--- config.mk ---
export PLATFORM = sky130hd
export DESIGN_NAME = instr_fetch_seq
export DESIGN_NICKNAME = d
export VERILOG_FILES = /design/src/rtl/instr_fetch_seq.sv
export SDC_FILE = /design/constraint.sdc
export NUM_CORES = 1
export LEC_CHECK = 0
export CAP_MARGIN = 25
export CORE_MARGIN = 5
export CORE_UTILIZATION = 40
export DETAILED_ROUTE_END_ITERATION = 10
export PLACE_DENSITY = 0.68
export SETUP_SLACK_MARGIN = 0.5
export SLEW_MARGIN = 20
export SYNTH_ARGS = -nofsm -noshare
export SYNTH_HDL_FRONTEND = slang
export SYNTH_SLANG_ARGS = --single-unit
--- constraint.sdc ---
create_clock -name clk -period 7.3 [get_ports clk]
set_input_delay 0.73 -clock clk [delete_from_list [all_inputs] [get_ports clk]]
set_output_delay 0.73 -clock clk [all_outputs]
set_load 0.005 [all_outputs]
--- src/rtl/instr_fetch_seq.sv ---
// instr_fetch_seq: writable program store with a step-driven fetch sequencer.
// The fetch address comes from the switches (manual mode) or from the internal
// program counter (auto-run mode). A branch-on-board-number word is followed
// once in hardware before the result is offered to decode.
//
// Output handshake: o_rd_valid rises when a new word is loaded into o_rd.
// o_rd is then held, and o_rd_valid stays high, until a clock edge that sees
// i_rd_ready=1. That edge completes the transfer.
module instr_fetch_seq #(
    parameter int WIDTH     = 32,
    parameter int AW        = 3,
    parameter int SW_W      = 4,
    parameter int BOARD_NUM = 2
) (
    input  logic             clk,
    input  logic             rst,
    input  logic             i_mode,
    input  logic [AW-1:0]    i_asw,
    input  logic [SW_W-1:0]  i_beq_sw,
    input  logic             i_step,
    input  logic             i_wr_en,
    input  logic [AW-1:0]    i_wr_addr,
    input  logic [WIDTH-1:0] i_wr_data,
    output logic [WIDTH-1:0] o_rd,
    output logic             o_rd_valid,
    input  logic             i_rd_ready,
    output logic [AW-1:0]    o_pc,
    output logic             o_br_taken,
    output logic [1:0]       o_state
);

    localparam int DEPTH = 2 ** AW;

    typedef enum logic [1:0] {
        ST_IDLE    = 2'd0,
        ST_FETCH   = 2'd1,
        ST_RESOLVE = 2'd2,
        ST_HOLD    = 2'd3
    } state_t;

    logic [WIDTH-1:0] r_mem [DEPTH];
    state_t           r_state;
    state_t           w_state_nxt;
    logic             r_step_q;
    logic             r_rise_q;
    logic [AW-1:0]    r_addr;
    logic             r_mode_q;
    logic [WIDTH-1:0] r_rd;
    logic             r_rd_valid;
    logic [AW-1:0]    r_pc;
    logic             r_br_taken;

    logic             w_step_rise;
    logic [WIDTH-1:0] w_word;
    logic             w_is_branch;
    logic             w_taken;
    logic [AW-1:0]    w_addr_nxt;
    logic             w_mode_nxt;
    logic [WIDTH-1:0] w_rd_nxt;
    logic             w_valid_nxt;
    logic [AW-1:0]    w_pc_nxt;
    logic             w_br_nxt;

    // A rise is only latched while idle, so pulses arriving mid-fetch are dropped.
    assign w_step_rise = i_step & ~r_step_q;
    assign w_word      = r_mem[r_addr];
    assign w_is_branch = (w_word[WIDTH-1 -: 6] == 6'd0) && (w_word[AW-1:0] != '0);
    assign w_taken     = (i_beq_sw == SW_W'(BOARD_NUM));

    // Program store: cleared on reset, written on any cycle; reads see the old word.
    always_ff @(posedge clk or negedge rst) begin
        if (!rst) begin
            for (int i = 0; i < DEPTH; i++) r_mem[i] <= '0;
        end else if (i_wr_en) begin
            r_mem[i_wr_addr] <= i_wr_data;
        end
    end

    // Step edge detector with a one-cycle registered rise that starts the fetch.
    always_ff @(posedge clk or negedge rst) begin
        if (!rst) begin
            r_step_q <= 1'b0;
            r_rise_q <= 1'b0;
        end else begin
            r_step_q <= i_step;
            r_rise_q <= w_step_rise && (r_state == ST_IDLE);
        end
    end

    // FSM state register.
    always_ff @(posedge clk or negedge rst) begin
        if (!rst) r_state <= ST_IDLE;
        else      r_state <= w_state_nxt;
    end

    // Next-state logic.
    always_comb begin
        w_state_nxt = r_state;
        case (r_state)
            ST_IDLE:    if (r_rise_q) w_state_nxt = ST_FETCH;
            ST_FETCH:   w_state_nxt = w_is_branch ? ST_RESOLVE : ST_HOLD;
            ST_RESOLVE: w_state_nxt = ST_HOLD;
            ST_HOLD:    if (i_rd_ready) w_state_nxt = ST_IDLE;
            default:    w_state_nxt = ST_IDLE;
        endcase
    end

    // Datapath next values per state; mode is captured at fetch start for the pc update.
    always_comb begin
        w_addr_nxt  = r_addr;
        w_mode_nxt  = r_mode_q;
        w_rd_nxt    = r_rd;
        w_valid_nxt = r_rd_valid;
        w_pc_nxt    = r_pc;
        w_br_nxt    = 1'b0;
        case (r_state)
            ST_IDLE: begin
                if (r_rise_q) begin
                    w_addr_nxt = i_mode ? r_pc : i_asw;
                    w_mode_nxt = i_mode;
                end
            end
            ST_FETCH: begin
                if (w_is_branch) begin
                    w_addr_nxt = w_taken ? w_word[AW-1:0] : '0;
                    w_br_nxt   = w_taken;
                end else begin
                    w_rd_nxt    = w_word;
                    w_valid_nxt = 1'b1;
                end
            end
            ST_RESOLVE: begin
                w_rd_nxt    = w_word;
                w_valid_nxt = 1'b1;
            end
            ST_HOLD: begin
                if (i_rd_ready) begin
                    w_valid_nxt = 1'b0;
                    if (r_mode_q) w_pc_nxt = r_addr + AW'(1);
                end
            end
            default: ;
        endcase
    end

    // Datapath registers.
    always_ff @(posedge clk or negedge rst) begin
        if (!rst) begin
            r_addr     <= '0;
            r_mode_q   <= 1'b0;
            r_rd       <= '0;
            r_rd_valid <= 1'b0;
            r_pc       <= '0;
            r_br_taken <= 1'b0;
        end else begin
            r_addr     <= w_addr_nxt;
            r_mode_q   <= w_mode_nxt;
            r_rd       <= w_rd_nxt;
            r_rd_valid <= w_valid_nxt;
            r_pc       <= w_pc_nxt;
            r_br_taken <= w_br_nxt;
        end
    end

    assign o_rd       = r_rd;
    assign o_rd_valid = r_rd_valid;
    assign o_pc       = r_pc;
    assign o_br_taken = r_br_taken;
    assign o_state    = r_state;

endmodule

==> results.sh, run 1 <==
export IMPL_synth_cell_type_count=37
export IMPL_swShare_pct=29.3
export IMPL_cap_violations=0
export IMPL_place_gp_congestion=0.719
export IMPL_synth_warning_count=0
export IMPL_drc=0
export IMPL_setup_tns_ns=0
export IMPL_syn_area_per_cell_um2=15.4
export IMPL_num_nets_final=996
export IMPL_clock_latency_ns=0.55
export IMPL_p_leak_nw=6.59
export IMPL_ys_flop_type="dfrtp_1"
export IMPL_synth_mux_area_share_pct=36.2
export IMPL_timing_fmax_mhz=255
export IMPL_dpl_hpwl_mm=16.4
export IMPL_synthCells=863
export IMPL_grt_ovfl_total=0
export IMPL_async_flop_share_pct=100
export IMPL_p_int_mw=4.04
export IMPL_clk_pin_slew_worst_paths_ns=0.06
export IMPL_postCtsSetupBuffers=0
export IMPL_maxSlewViolCount=0
export IMPL_status="completed"
export IMPL_dieWidth_um=192
export IMPL_powerDensity_nw_per_um2=366
export IMPL_die_y_um=192
export IMPL_layout_drive_gt1_share_pct=41.8
export IMPL_worst_pin_slew_ns=0.896
export IMPL_pwr_share_seq_pct=42.2
export IMPL_rsz0062_at_grt="no"
export IMPL_cts_htree_levels=1
export IMPL_synth_compound_area_share_pct=1.03
export IMPL_grt_max_degree=125
export IMPL_firstDrtPassIters=4
export IMPL_ant_nets=0
export IMPL_synth_edff_count=0
export IMPL_maxSlewHeadroom_pct=40.3
export IMPL_cp_start_kind="flip-flop"
export IMPL_synth_top_family_by_area="multiplexers"
export IMPL_yosys_register_bits=301
export IMPL_vdd_drop_max_mv=0.182
export IMPL_via_per_inst=5.27
export IMPL_grt_pass1_vias=8122
export IMPL_ios=87
export IMPL_wl_mm=28.4
export IMPL_cts_root_buf="clkbuf_16"
export IMPL_worst_clock_skew_ns=0.0160
export IMPL_syn_area_um2=13300
export IMPL_final_common_cell="dfrtp_1"
export IMPL_final_min_clock_period_ns=3.92
export IMPL_hp_class="primary input to async pin"
export IMPL_die_area_um2=37000
export IMPL_crit_type="flip-flop to flip-flop"
export IMPL_cts_repair_resized=0
export IMPL_yosys_area_share_simple_pct=3.56
export IMPL_coreArea_um2=32700
export IMPL_p_comb_share_pct=32.4
export IMPL_clock_sinks=301
export IMPL_cp_end_kind="flip-flop"
export IMPL_synth_xor_area_share_pct=0.0659
export IMPL_drtIter0Drc=369
export IMPL_fin_crit_sh_pct=53.8
export IMPL_n_antenna_cell=0
export IMPL_critical_path_required_ns=7.72
export IMPL_grt_first_pass_wirelength_mm=46.6
export IMPL_row_count=66
export IMPL_p_total_mw=5.71
export IMPL_yosysSeqAreaShare_pct=56.6
export IMPL_wl_per_cell_um=20.2
export IMPL_synth_fa_ha_area_share_pct=0.376
export IMPL_hold_viol_final=0
export IMPL_cp_max_fo=44
export IMPL_finalSetupViolCount=0
export IMPL_clk_path_buf_depth=3
export IMPL_syn2layout_area_growth_pct=17.3
export IMPL_port_buffers=86
export IMPL_power_switching_mw=1.67
export IMPL_synth_net_count=915
export IMPL_cts_hold_fix_buffers=0
export IMPL_cts_tree="done"
export IMPL_start_util_pct=40.7
export IMPL_numCtsBuffers=30
export IMPL_final_cell_mix="298 x dfrtp_1, 267 x mux2_2, 85 x clkdlybuf4s50_1, 81 x nand2_1, 62 x mux4_2"
export IMPL_cp_arrival_ns=4.34
export IMPL_route_vias_total=7429
export IMPL_clock_power_share_pct=25.5
export IMPL_grt_usage_pct=15.8
export IMPL_antenna_found_initial=1
-- per-stage QoR --
step	area (um^2)	setup slack (ns)	instances	hold slack, ns	util [%]
6_report	15600	3.38	1409	0.268	47.7
5_1_grt	15600	3.13	1409	0.357	47.7
4_1_cts	15600	3.28	1409	0.312	47.7
3_5_place_dp	14700	3.29	1354	0.392	44.8
3_3_place_gp	14600	3.37	1353	0.401	44.8
2_1_floorplan	13300	4.75	863	0.382	-
-- cell usage after synthesis (all sizes together), types with 2 or more instances --
library cell,n,area (um^2)
mux4,62,1400
dfrtp,301,7530
nor3,3,15.0
mux2,289,3260
o22ai,4,25.0
inv,15,56.3
nand2b,4,25.0
nor4b,2,32.5
ha,4,50.1
mux2i,15,150
o21ai,6,30.0
nand4b,3,26.3
nand4,2,12.5
a21oi,2,10.0
nor3b,4,30.0
buf,17,101
clkbuf,35,131
nand2,81,304
nor2b,2,12.5
-- state kept, by name (all words and copies together), names as in the netlist --
name,flops
o_br_taken,1
o_pc,3
o_rd,32
o_rd_valid,1
o_state,2
r_addr,3
r_mem,256
r_mode_q,1
r_rise_q,1
r_step_q,1
-- path summary, 6_finish.rpt --
kind / cells past startpoint / slack [ns] / to / start
min in group clk: 1 / 0.40 / r_rise_q$_DFF_PN0_ / r_step_q$_DFF_PN0_
max in group asynchronous: 2 / 5.66 / r_mem[247]$_DFFE_PN0P_ / rst
max: 8 / 3.38 / o_rd[5]$_DFFE_PN0P_ / r_addr[1]$_DFFE_PN0P_
max reg2reg: 8 / 3.38 / o_rd[5]$_DFFE_PN0P_ / r_addr[1]$_DFFE_PN0P_
min reg2reg: 1 / 0.40 / r_rise_q$_DFF_PN0_ / r_step_q$_DFF_PN0_
min: 1 / 0.27 / r_mem[85]$_DFFE_PN0P_ / rst
-- area by class of cell --
type / instances / area, um^2
sequential: 301 / 7540
inverter: 15 / 56.3
clock inverter: 10 / 50.0
timing repair buffer: 101 / 1000
clock buffer: 45 / 888
tap: 442 / 553
fill: 2920 / 17100
multi-input combinational: 495 / 5510
-- critical path, stage by stage (launching register included) --
cell and delay [ns]:
dfrtp_4 0.68, buf_4 0.66, mux4_2 0.58, mux2i_1 0.22
nand4_1 0.20, nor4b_4 0.48, a21boi_4 0.28, buf_4 0.30
mux2_1 0.34
-- cell families (layout without fill, tap and decap cells) --
logic type / Yosys count / count (layout)
mux: 366 / 366
flops: 301 / 301
simple gates: 104 / 104
buf+inv: 67 / 171
compound gates: 20 / 20
fa+ha+maj: 4 / 4
xor+xnor: 1 / 1
-- power by group through the flow --
stage,Clock [mW],Sequential [mW],Combinational [mW]
2_1_floorplan,0,2.29,1.38
3_3_place_gp,0,2.46,1.79
3_5_place_dp,0,2.44,1.88
4_1_cts,1.49,2.41,1.89
5_1_grt,1.56,2.47,2.04
6_report,1.46,2.41,1.85
-- metal layers --
metal	routed length, um	vias up	global-route usage, %	part of all wire [%]
met5	13	-	0	0.046
met4	468	2	3.48	1.6
met3	1130	37	2.24	4.0
met2	13800	102	26.4	48
met1	13000	3976	22.2	46
li1	-	3312	-	-
(Power assumes the default switching activity.)
==> run 2: changes to the inputs <==
--- a/config.mk
+++ b/config.mk
@@ -9,7 +9,7 @@
 export CORE_MARGIN = 5
 export CORE_UTILIZATION = 40
 export DETAILED_ROUTE_END_ITERATION = 10
-export PLACE_DENSITY = 0.68
+export PLACE_DENSITY = 0.7
 export SETUP_SLACK_MARGIN = 0.5
 export SLEW_MARGIN = 20
 export SYNTH_ARGS = -nofsm -noshare
==> constraint.sdc (replaced) <==
create_clock -name clk -period 3.3 [get_ports clk]
set_input_delay 0.33 -clock clk [delete_from_list [all_inputs] [get_ports clk]]
set_output_delay 0.33 -clock clk [all_outputs]
set_load 0.005 [all_outputs]
==> run 2 against run 1 <==
- largest cell class unchanged
- clock power is 140% higher
- sequential power grew 120%
- first-iteration DRC count grew 12%
- critical path type unchanged
- highest routed layer unchanged
==> results.sh, run 2 (same netlist as run 1, synthesis figures left out) <==
export IMPL_row_count=66
export IMPL_ant_nets=0
export IMPL_hp_class="primary input to flip-flop"
export IMPL_place_gp_congestion=0.737
export IMPL_ios=87
export IMPL_dp_cells=1371
export IMPL_maxSlewViolCount=0
export IMPL_r2r_end="o_rd[16]$_DFFE_PN0P_"
export IMPL_pwr_share_seq_pct=40.1
export IMPL_powerDensity_nw_per_um2=824
export IMPL_crit_end="o_rd[16]$_DFFE_PN0P_"
export IMPL_fin_area_um2=15900
export IMPL_cts_tree="done"
export IMPL_cp_start_kind="flip-flop"
export IMPL_wl_met3_mm=1.20
export IMPL_vdd_drop_max_mv=0.434
export IMPL_final_min_clock_period_ns=2.68
export IMPL_rsz0062_at_grt="no"
export IMPL_finalSetupViolCount=0
export IMPL_status="completed"
export IMPL_grt_ovfl_total=0
export IMPL_p_int_mw=9.36
export IMPL_met1_length_mm=13.4
export IMPL_die_y_um=192
export IMPL_hold_viol_final=0
export IMPL_numCtsBuffers=30
export IMPL_top_register="r_mem"
export IMPL_route_vias_total=7549
export IMPL_r2r_start="r_addr[1]$_DFFE_PN0P_"
export IMPL_dpl_hpwl_mm=17.9
export IMPL_reg2regPathDepth=8
export IMPL_p_comb_share_pct=33.5
export IMPL_num_nets_final=1021
export IMPL_setup_worst_path_start="r_addr[1]$_DFFE_PN0P_"
export IMPL_drtIter0Drc=413
export IMPL_layout_drive_gt1_share_pct=43.1
export IMPL_antenna_found_initial=1
export IMPL_r2r_setup_slack_ns=0.62
export IMPL_p_leak_nw=6.75
export IMPL_cp_end_kind="flip-flop"
export IMPL_coreArea_um2=32700
export IMPL_grt_first_pass_wirelength_mm=47.5
export IMPL_worst_clock_skew_ns=0.00928
export IMPL_port_buffers=86
export IMPL_drc=0
export IMPL_clock_latency_ns=0.54
export IMPL_power_switching_mw=3.76
export IMPL_worst_pin_slew_ns=0.736
export IMPL_postPlaceCellArea_um2=14800
export IMPL_grt_usage_pct=16.3
export IMPL_final_cell_mix="298 x dfrtp_1, 267 x mux2_2, 85 x clkdlybuf4s50_1, 81 x nand2_1, 62 x mux4_2"
export IMPL_wl_per_cell_um=20.5
export IMPL_cp_arrival_ns=3.10
export IMPL_firstDrtPassIters=4
export IMPL_fin_crit_sh_pct=81.3
export IMPL_clock_sinks=301
export IMPL_n_antenna_cell=0
export IMPL_cts_htree_levels=1
export IMPL_start_util_pct=40.7
export IMPL_final_cells=1434
export IMPL_syn2layout_area_growth_pct=19.7
export IMPL_die_area_um2=37000
export IMPL_swShare_pct=28.7
export IMPL_setup_tns_ns=0
export IMPL_top_layer_used="met5"
export IMPL_maxSlewHeadroom_pct=50.9
export IMPL_critical_path_required_ns=3.72
export IMPL_clk_path_buf_depth=3
export IMPL_clk_pin_slew_worst_paths_ns=0.06
export IMPL_timing_fmax_mhz=373
export IMPL_grt_pass1_vias=8481
export IMPL_grt_max_degree=98
export IMPL_cap_violations=0
export IMPL_wl_mm=29.4
export IMPL_dieWidth_um=192
export IMPL_cp_max_fo=16
export IMPL_final_common_cell="dfrtp_1"
export IMPL_largest_register_ffs=256
export IMPL_via_per_inst=5.26
export IMPL_min_from="i_step"
export IMPL_cts_root_buf="clkbuf_16"
export IMPL_wl_met2_mm=14.1
export IMPL_clock_power_share_pct=26.3
export IMPL_crit_type="flip-flop to flip-flop"
## run 2: what timing repair did
item,CTS,global route
setup endpoints to repair,32,27
hold buffers,1,0
setup buffers,5,2
endpoints found under the hold margin,90,0
resized for setup,1,7
pin swaps,1,2
gates cloned,0,0
## run 2: layer usage
layer	track usage, %	vias up
met4	4.11	2
met1	22.6	4014
li1	-	3351
met3	2.66	44
met2	26.9	138
met5	0	-
## run 2: area by class of cell
type	count	area [um^2]
Clock buffer	48	910
Sequential cell	301	7540
Fill cell	2847	16800
Clock inverter	7	113
Timing Repair Buffer	126	1230
Inverter	15	56.3
Tap cell	442	553
Multi-Input combinational cell	495	5510
## run 2: how the worst min path moves through the flow
stage                                end  slack (ns)  depth (start not counted)
detailed placement    r_rise_q$_DFF_PN0_        0.40                          1
finish                r_step_q$_DFF_PN0_        0.26                          1
CTS                   r_step_q$_DFF_PN0_        0.24                          1
floorplan           o_br_taken$_DFF_PN0_        0.03                          0
global route          r_step_q$_DFF_PN0_        0.26                          1
global placement      r_rise_q$_DFF_PN0_        0.40                          1
## run 2: stage by stage
step	setup slack (ns)	hold slack [ns]	power (mW)	util, %
finish	0.616	0.265	13.1	48.7
global route	0.506	0.258	13.9	48.7
CTS	0.527	0.244	13.2	48.5
detailed placement	0.290	0.403	9.67	45.3
global placement	0.338	0.402	9.54	45.3
floorplan	0.750	0.0344	8.13	-
## run 2: power groups by stage
| stage | Combinational (mW) | Sequential (mW) | Clock (mW) |
|---|---|---|---|
| 2_1_floorplan | 3.06 | 5.07 | 0 |
| 3_3_place_gp | 4.21 | 5.33 | 0 |
| 3_5_place_dp | 4.31 | 5.36 | 0 |
| 4_1_cts | 4.40 | 5.29 | 3.56 |
| 5_1_grt | 4.85 | 5.38 | 3.70 |
| 6_report | 4.40 | 5.27 | 3.46 |
## run 2: critical path, cell delays in order (launching register included)
cell      delay [ns]
dfrtp_4         0.45
buf_4           0.19
mux4_2          0.52
mux2i_2         0.19
nand4_1         0.20
nor4b_4         0.37
a21boi_4        0.10
buf_6           0.19
mux2_1          0.33
